### src/rtl/uart_pkg.sv
// Shared UART receiver types and defaults: FSM state encoding, default frame
// geometry and the even-parity check helper.
package uart_pkg;

  localparam int UART_DATA_BITS  = 8;
  localparam int UART_OVERSAMPLE = 16;
  localparam int UART_MAX_BITS   = 9;

  typedef enum logic [2:0] {
    IDLE   = 3'd0,
    START  = 3'd1,
    DATA   = 3'd2,
    PARITY = 3'd3,
    STOP   = 3'd4
  } rx_state_t;

  // Unused upper bits must be zero so they do not disturb the XOR.
  function automatic logic parity_mismatch(input logic [UART_MAX_BITS-1:0] bits,
                                           input logic                     par_bit);
    return (^bits) ^ par_bit;
  endfunction

endpackage

### src/rtl/uart_rx_if.sv
// Receiver-side bundle: baud tick and serial line in, received word and status out.
interface uart_rx_if
  import uart_pkg::*;
#(
  parameter int DATA_BITS = UART_DATA_BITS
);
  logic                 tick;
  logic                 rxd;
  logic [DATA_BITS-1:0] data;
  logic                 valid;
  logic                 frame_err;
  logic                 parity_err;
  logic                 busy;

  modport master (output tick, rxd, input data, valid, frame_err, parity_err, busy);
  modport slave  (input tick, rxd, output data, valid, frame_err, parity_err, busy);
endinterface

### src/rtl/sync_2ff.sv
// Two-flop synchronizer for a single asynchronous bit with a configurable reset level.
module sync_2ff #(
  parameter logic RESET_VAL = 1'b1
) (
  input  logic clk,
  input  logic rst,
  input  logic d,
  output logic q
);
  logic meta_r;
  logic sync_r;

  // Metastability filter: the second stage is the only one consumers may see.
  always_ff @(posedge clk or posedge rst) begin
    if (rst) begin
      meta_r <= RESET_VAL;
      sync_r <= RESET_VAL;
    end else begin
      meta_r <= d;
      sync_r <= meta_r;
    end
  end

  assign q = sync_r;
endmodule

### src/rtl/uart_rx.sv
// Oversampling UART receiver (start, DATA_BITS LSB-first, optional even parity, stop).
// Define UART_RX_PARITY_EN to add the parity bit and parity_err checking.
module uart_rx
  import uart_pkg::*;
#(
  parameter int DATA_BITS  = UART_DATA_BITS,
  parameter int OVERSAMPLE = UART_OVERSAMPLE
) (
  input  logic      clk,
  input  logic      rst,
  uart_rx_if.slave  bus
);
  localparam int CNT_W = $clog2(OVERSAMPLE);
  localparam int BIT_W = $clog2(DATA_BITS);
  localparam logic [CNT_W-1:0] HALF_M1  = CNT_W'(OVERSAMPLE / 2 - 1);
  localparam logic [CNT_W-1:0] FULL_M1  = CNT_W'(OVERSAMPLE - 1);
  localparam logic [CNT_W-1:0] CNT_ONE  = CNT_W'(1);
  localparam logic [BIT_W-1:0] LAST_BIT = BIT_W'(DATA_BITS - 1);
  localparam logic [BIT_W-1:0] BIT_ONE  = BIT_W'(1);

  logic                 rxd_s;
  rx_state_t            state_r;
  logic [CNT_W-1:0]     cnt_r;
  logic [BIT_W-1:0]     bit_cnt_r;
  logic [DATA_BITS-1:0] shift_r;
  logic [DATA_BITS-1:0] data_r;
  logic                 valid_r;
  logic                 frame_err_r;
  logic                 busy_r;
`ifdef UART_RX_PARITY_EN
  logic                 par_bad_r;
  logic                 parity_err_r;
`endif

  sync_2ff #(.RESET_VAL(1'b1)) u_sync (
    .clk (clk),
    .rst (rst),
    .d   (bus.rxd),
    .q   (rxd_s)
  );

  // Receive FSM: every decision is taken on a tick; valid is cleared on every other clk.
  always_ff @(posedge clk or posedge rst) begin
    if (rst) begin
      state_r      <= IDLE;
      cnt_r        <= {CNT_W{1'b0}};
      bit_cnt_r    <= {BIT_W{1'b0}};
      shift_r      <= {DATA_BITS{1'b0}};
      data_r       <= {DATA_BITS{1'b0}};
      valid_r      <= 1'b0;
      frame_err_r  <= 1'b0;
      busy_r       <= 1'b0;
`ifdef UART_RX_PARITY_EN
      par_bad_r    <= 1'b0;
      parity_err_r <= 1'b0;
`endif
    end else begin
      valid_r <= 1'b0;
      if (bus.tick) begin
        case (state_r)
          IDLE: begin
            cnt_r     <= {CNT_W{1'b0}};
            bit_cnt_r <= {BIT_W{1'b0}};
            if (!rxd_s) begin
              state_r <= START;
              busy_r  <= 1'b1;
            end else begin
              busy_r  <= 1'b0;
            end
          end
          START: begin
            if (cnt_r == HALF_M1) begin
              cnt_r <= {CNT_W{1'b0}};
              if (rxd_s) begin
                // Line went back high before mid-bit: treat as a glitch.
                state_r <= IDLE;
                busy_r  <= 1'b0;
              end else begin
                state_r <= DATA;
              end
            end else begin
              cnt_r <= cnt_r + CNT_ONE;
            end
          end
          DATA: begin
            if (cnt_r == FULL_M1) begin
              cnt_r   <= {CNT_W{1'b0}};
              shift_r <= {rxd_s, shift_r[DATA_BITS-1:1]};
              if (bit_cnt_r == LAST_BIT) begin
                bit_cnt_r <= {BIT_W{1'b0}};
`ifdef UART_RX_PARITY_EN
                state_r   <= PARITY;
`else
                state_r   <= STOP;
`endif
              end else begin
                bit_cnt_r <= bit_cnt_r + BIT_ONE;
              end
            end else begin
              cnt_r <= cnt_r + CNT_ONE;
            end
          end
`ifdef UART_RX_PARITY_EN
          PARITY: begin
            if (cnt_r == FULL_M1) begin
              cnt_r     <= {CNT_W{1'b0}};
              par_bad_r <= parity_mismatch(UART_MAX_BITS'(shift_r), rxd_s);
              state_r   <= STOP;
            end else begin
              cnt_r <= cnt_r + CNT_ONE;
            end
          end
`endif
          STOP: begin
            if (cnt_r == FULL_M1) begin
              cnt_r        <= {CNT_W{1'b0}};
              data_r       <= shift_r;
              frame_err_r  <= ~rxd_s;
`ifdef UART_RX_PARITY_EN
              parity_err_r <= par_bad_r;
`endif
              valid_r      <= 1'b1;
              state_r      <= IDLE;
              busy_r       <= 1'b0;
            end else begin
              cnt_r <= cnt_r + CNT_ONE;
            end
          end
          default: begin
            state_r <= IDLE;
            cnt_r   <= {CNT_W{1'b0}};
            busy_r  <= 1'b0;
          end
        endcase
      end
    end
  end

  assign bus.data      = data_r;
  assign bus.valid     = valid_r;
  assign bus.frame_err = frame_err_r;
  assign bus.busy      = busy_r;
`ifdef UART_RX_PARITY_EN
  assign bus.parity_err = parity_err_r;
`else
  assign bus.parity_err = 1'b0;
`endif

endmodule
### src/flat_wrapper.sv
// flat-port wrapper written by rule: the top's interface ports become plain ports
module uart_rx_flat import uart_pkg::*;
#(
  parameter int DATA_BITS  = UART_DATA_BITS,
  parameter int OVERSAMPLE = UART_OVERSAMPLE
)
  (clk, rst, bus_tick, bus_rxd, bus_data, bus_valid, bus_frame_err, bus_parity_err, bus_busy);
  uart_rx_if #(.DATA_BITS(DATA_BITS)) bus_i ();
  input  logic clk;
  input  logic rst;
  input wire logic [$bits(bus_i.tick)-1:0] bus_tick;
  input wire logic [$bits(bus_i.rxd)-1:0] bus_rxd;
  output wire logic [$bits(bus_i.data)-1:0] bus_data;
  output wire logic [$bits(bus_i.valid)-1:0] bus_valid;
  output wire logic [$bits(bus_i.frame_err)-1:0] bus_frame_err;
  output wire logic [$bits(bus_i.parity_err)-1:0] bus_parity_err;
  output wire logic [$bits(bus_i.busy)-1:0] bus_busy;
  assign bus_i.tick = bus_tick;
  assign bus_i.rxd = bus_rxd;
  assign bus_data = bus_i.data;
  assign bus_valid = bus_i.valid;
  assign bus_frame_err = bus_i.frame_err;
  assign bus_parity_err = bus_i.parity_err;
  assign bus_busy = bus_i.busy;
  uart_rx #(.DATA_BITS(DATA_BITS), .OVERSAMPLE(OVERSAMPLE)) u_core (.clk(clk), .rst(rst), .bus(bus_i));
endmodule
### config.mk
export PLATFORM = sky130hd
export DESIGN_NAME = uart_rx_flat
export DESIGN_NICKNAME = d
export VERILOG_FILES = /design/src/rtl/uart_pkg.sv /design/src/rtl/uart_rx_if.sv /design/src/rtl/sync_2ff.sv /design/src/rtl/uart_rx.sv /design/src/flat_wrapper.sv
export SDC_FILE = /design/constraint.sdc
export NUM_CORES = 1
export LEC_CHECK = 0
export CAP_MARGIN = 15
export CORE_MARGIN = 5
export CORE_UTILIZATION = 54
export CTS_CLUSTER_SIZE = 28
export DETAILED_ROUTE_END_ITERATION = 6
export GPL_TIMING_DRIVEN = 0
export HOLD_SLACK_MARGIN = 0.02
export PLACE_DENSITY = 0.74
export SYNTH_ARGS = -nofsm -noshare
export SYNTH_HDL_FRONTEND = slang
export SYNTH_SLANG_ARGS = --single-unit
export TNS_END_PERCENT = 5
### constraint.sdc
create_clock -name clk -period 2.2 [get_ports clk]
set_input_delay 0.33 -clock clk [delete_from_list [all_inputs] [get_ports clk]]
set_output_delay 0.33 -clock clk [all_outputs]
set_load 0.05 [all_outputs]
After elaboration in Yosys (flattened, before gate mapping)
Cells that the tools add are included.
{"block": "word_totals", "output_inout_bits": 12, "register_bits": 31, "word_cells": 55, "in_bits": 4}
{"block": "classes", "add_sub_neg": 2, "n_eq_ne": 12, "reduce_logical": 8, "n_mux": 21, "bitwise": 2}
{"cell": "$mux W3", "n": 7}
{"cell": "$pmux W3 S4", "n": 1}
{"cell": "$reduce_and A3 Y1", "n": 3}
{"cell": "$mux W4", "n": 2}
{"cell": "$ne A2 B1 Y1 const B", "n": 4}
{"cell": "$pmux W4 S2", "n": 1}
{"cell": "$mux W1", "n": 7}
{"cell": "$eq A3 B3 Y1 const B", "n": 2}
{"cell": "$pmux W3 S2", "n": 1}
{"cell": "$reduce_and A6 Y1", "n": 1}
{"cell": "$reduce_and A5 Y1", "n": 1}
{"cell": "$add A4 B1 Y4 const B", "n": 1}
{"cell": "$eq A4 B3 Y1 const B", "n": 1}
{"cell": "$eq A4 B4 Y1 const B", "n": 1}
{"cell": "$ne A2 B2 Y1 const B", "n": 2}
{"cell": "$pmux W1 S4", "n": 1}
{"cell": "$add A3 B1 Y3 const B", "n": 1}
{"cell": "$eq A3 B1 Y1 const B", "n": 1}
{"cell": "$eq A3 B2 Y1 const B", "n": 1}
{"cell": "$logic_not A3 Y1", "n": 1}
{"cell": "$mux W2", "n": 1}
{"cell": "$not A1 Y1", "n": 2}
{"cell": "$reduce_bool A2 Y1", "n": 1}
{"cell": "$reduce_or A2 Y1", "n": 1}

Depth between registers and ports, before layout
{"block": "depth", "word_depth": 4, "ltp_mapped": 6, "mapped_depth_nobuf": 6}

By module
From an unflattened synthesis, not the netlist that was laid out.
{"block": "hier_totals", "hier_cells": 119, "area_unflattened_um2": 1465.2}
{"mod": "uart_rx", "instances": 1, "area_per_inst_um2": 1408.9, "seq_area_each_um2": 725.7, "cells_each": 116}
{"mod": "sync_2ff", "instances": 1, "area_per_inst_um2": 56.3, "seq_area_each_um2": 52.6, "cells_each": 3}

Worst setup path before layout
Ideal clock, no wire load.
{"block": "synth_path", "path_type": "flip-flop to flip-flop", "startpoint": "reg u_core.state_r[0]", "endpoint": "reg u_core.shift_r[0]", "t_required_ns": 2.075, "t_arrival_ns": 1.553, "stages_incl_launch_ff": 5, "path_slack_ns": 0.522, "synth_period_minus_slack_ns": 1.678, "path_buffers": 1, "setup_ns": 0.125, "cell_sequence": "dfrtp_1 -> clkbuf_8 -> or3b_4 -> nor2_2 -> mux2_2"}
{"block": "synth_between", "elab_chain_cells": 2}
{"item": "from (decl)", "line": "uart_rx.sv:22", "rtl": "rx_state_t state_r;"}
{"item": "from (signal assigned)", "line": "uart_rx.sv:45", "rtl": "state_r <= IDLE;"}
{"item": "from (signal assigned)", "line": "uart_rx.sv:65", "rtl": "state_r <= START;"}
{"item": "from (signal assigned)", "line": "uart_rx.sv:76", "rtl": "state_r <= IDLE;"}
{"item": "$eq A3 B2 Y1", "line": "uart_rx.sv:60", "rtl": "case (state_r)"}
{"item": "$reduce_and A3 Y1 (no source line)"}
{"item": "to (signal assigned)", "line": "uart_rx.sv:48", "rtl": "shift_r <= {DATA_BITS{1'b0}};"}
{"item": "to (signal assigned)", "line": "uart_rx.sv:88", "rtl": "shift_r <= {rxd_s, shift_r[DATA_BITS-1:1]};"}
{"item": "to (decl)", "line": "uart_rx.sv:25", "rtl": "logic [DATA_BITS-1:0] shift_r;"}
Every way passes these cells.
A chain may end at the register's enable or synchronous reset.

Final worst setup path
{"block": "layout_path", "startpoint": "in bus_tick", "endpoint": "reg u_core.state_r[1]"}
{"block": "layout_between", "elab_chain_cells": 1}
{"item": "from (decl)", "line": "flat_wrapper.sv:11", "rtl": "input wire logic [$bits(bus_i.tick)-1:0] bus_tick;"}
{"item": "$reduce_and A6 Y1 (no source line)"}
Every way passes these cells.

==> results.toml <==
[grt]
grtUsageMet2 = 0.2508
grt_max_degree = 32
grt.busiest_layer = "met2"
grt_use_met3 = 0.05870
antenna_found_initial = 0
grt.total_usage = 0.1637
grt_pass1_vias = 960
grt_overflow = 0
grt_pass1_wl_mm = 4.374
grt.met1_usage = 0.2118

[hold_path]
hold_path.class = "in2async"

[cts]
clk_latency_ps = 320
hold_buffers = 0
clockBufferDepth = 2
numCtsBuffers = 5
cts_resized = 0
clkTransAtPathRegs_ps = 100
cts-root-buf = "clkbuf_4"
h-tree-depth = 2
post_cts_buffers = 0
tritoncts = "yes"
clock_sinks = 31

[yosys]
yosys.cell_types.count = 35
ys_seq_elements = 31
yosys_most_used_dff = "dfrtp_1"
synthTopCellsByArea = "dfrtp_1 51%, mux2_2 13%, dfstp_2 3.7%, o21ai_0 3.2%, ha_1 2.7%"
yosysMostFrequentCell = "dfrtp_1"
ys_warn_count = 0
syn_inst = 118
syn-mean-instance-area_um2 = 11.98
synthTopCellsByCount = "29 x dfrtp_1, 16 x mux2_2, 9 x o21ai_0, 8 x nand2_1, 7 x inv_1"
synth.top_cell.area_share = 0.5133
syn_area_um2 = 1414
syn-num-nets = 125
async_flop_share = 1.000
seq_area_frac_synth = 0.5504
yosys.area.top_type = "dfrtp_1"
synth_edf_count = 0

[worst_setup_path]
path_max_fanout = 10
worstPathArrival_ps = 2150
critPathKind = "in2reg"
timing.rr.start = "u_core.state_r[0]$_DFFE_PP0P_"
worstSetupStartpoint = "bus_tick"
start_kind = "input pin"
cp.required_ps = 2450
worstSetupEndpointType = "register"

[sta]
whs_ps = 272.7
worst_slew_pin_slew_ps = 504.5
finalHoldViolations = 0
rsz0062_at_grt = "no"
drv_slew = 0
max_freq_mhz = 526.3
slew_headroom = 0.6626
finalClockSkew_ps = 7.468
layout_min_cycle_time_ps = 1900
setup_viol = 0
totalNegativeSetupSlack_ps = 0
finalCritPeriodShare = 0.8637

[power]
ir_worst_vdd_uv = 659.0
powerDensity_nw_per_um2 = 938.5
power.leakage_nw = 0.8058

[flow_run]
max_cap_viol_count = 0

[layout]
nets = 147
n_antenna_cell = 0
drive_gt1_frac = 0.2571
area_growth_pct = 19.56

[floorplanning]
dieArea_um2 = 3742
num_rows = 18
start_util = 0.5656
ios = 16
design.core.area_um2 = 2500
die_y_um = 61.17
fp.dieW_um = 61.17

[routing]
final_antenna_net_count = 0
first_iter_violations = 39
drc = 0
dr.pass1.iters = 4
vias = 967
wl_per_cell_um = 15.32
routed_wirelength_mm = 2.605
via_per_inst = 5.688

[run_status]
status = "finished clean"

[placed_design]
place.port_buffers = 14
place.gp.congestion = 0.8368
dp_hpwl_mm = 1.792
metal layers:
metal | part of all wire | vias up
met5 | 0 | -
met1 | 0.44 | 482
li1 | - | 458
met3 | 0.045 | 7
met4 | 0.018 | 0
met2 | 0.49 | 20
cell usage in the layout (no fill, tap or decap), types with 3 or more instances in the layout:
| cell | count |
|---|---|
| a21oi_1 | 4 |
| nand2_1 | 8 |
| a22oi_1 | 3 |
| inv_1 | 7 |
| nor2_1 | 5 |
| ha_1 | 3 |
| mux2_2 | 16 |
| nand3_1 | 4 |
| clkbuf_4 | 5 |
| o21ai_0 | 9 |
| clkdlybuf4s50_1 | 14 |
| dfrtp_1 | 29 |
worst paths after layout:
| check | slack [ps] | to | cells after the start |
|---|---|---|---|
| max in group asynchronous | 1420 | u_core.u_sync.q$_DFF_PP1_ | 3 |
| hold / removal | 270 | u_core.cnt_r[0]$_DFFE_PP0P_ | 2 |
| hold reg to reg | 360 | u_core.u_sync.q$_DFF_PP1_ | 0 |
| setup reg to reg | 350 | u_core.shift_r[1]$_DFFE_PP0P_ | 4 |
| setup / recovery | 300 | u_core.state_r[1]$_DFFE_PP0P_ | 6 |
| min in group clk | 360 | u_core.u_sync.q$_DFF_PP1_ | 0 |
power by group:
group,switching [W],internal [W],total (W)
registers,0.0000533,0.000629,0.000682
clock network,0.000183,0.000234,0.000417
logic,0.000287,0.000201,0.000488
flip-flops by register name, indices dropped and copies added, names as in the netlist:
name	flops
u_core.bus.valid	1
u_core.bus.data	8
u_core.state_r	3
u_core.bus.frame_err	1
u_core.u_sync.meta_r	1
u_core.bus.busy	1
u_core.u_sync.q	1
u_core.cnt_r	4
u_core.shift_r	8
u_core.bit_cnt_r	3
final cells by class:
class | count | area [um^2]
multi-input combinational | 75 | 565.5
tap | 30 | 37.54
fill | 183 | 809.5
timing repair buffer | 15 | 167.7
buffer | 5 | 43.79
inverter | 7 | 26.28
clock buffer | 6 | 41.29
sequential | 31 | 778.2
clock inverter | 1 | 30.03
worst max-delay path, cell delays in order:
cell and delay, ps:
clkdlybuf4s50_1 520, clkbuf_1 370, inv_1 200, a31o_2 270
a21oi_1 250, mux2i_1 220
through the flow:
step | util | total power, W | setup slack (ps) | instance area (um^2) | std cells
after global routing | 0.6762 | 0.001677 | 208.0 | 1690 | 170
after CTS | 0.6652 | 0.001592 | 324.2 | 1663 | 169
after global placement | 0.6366 | 0.001137 | 94.31 | 1592 | 162
final | 0.6762 | 0.001586 | 299.8 | 1690 | 170
after detailed placement | 0.6366 | 0.001154 | 72.10 | 1592 | 162
after floorplan | - | 0.001054 | 522.0 | 1414 | 118
cell families after synthesis:
logic type	count (synthesis)	share of synthesized area
multiplexers	18	0.1416
adder cells (fa/ha/maj)	3	0.02655
other	1	0.002652
buffers and inverters	12	0.04956
flip-flops	31	0.5504
XOR/XNOR	2	0.01239
AND/OR/NAND/NOR	26	0.1062
AO/OA/AOI/OAI	25	0.1106
Power figures use the tool's default switching activity.
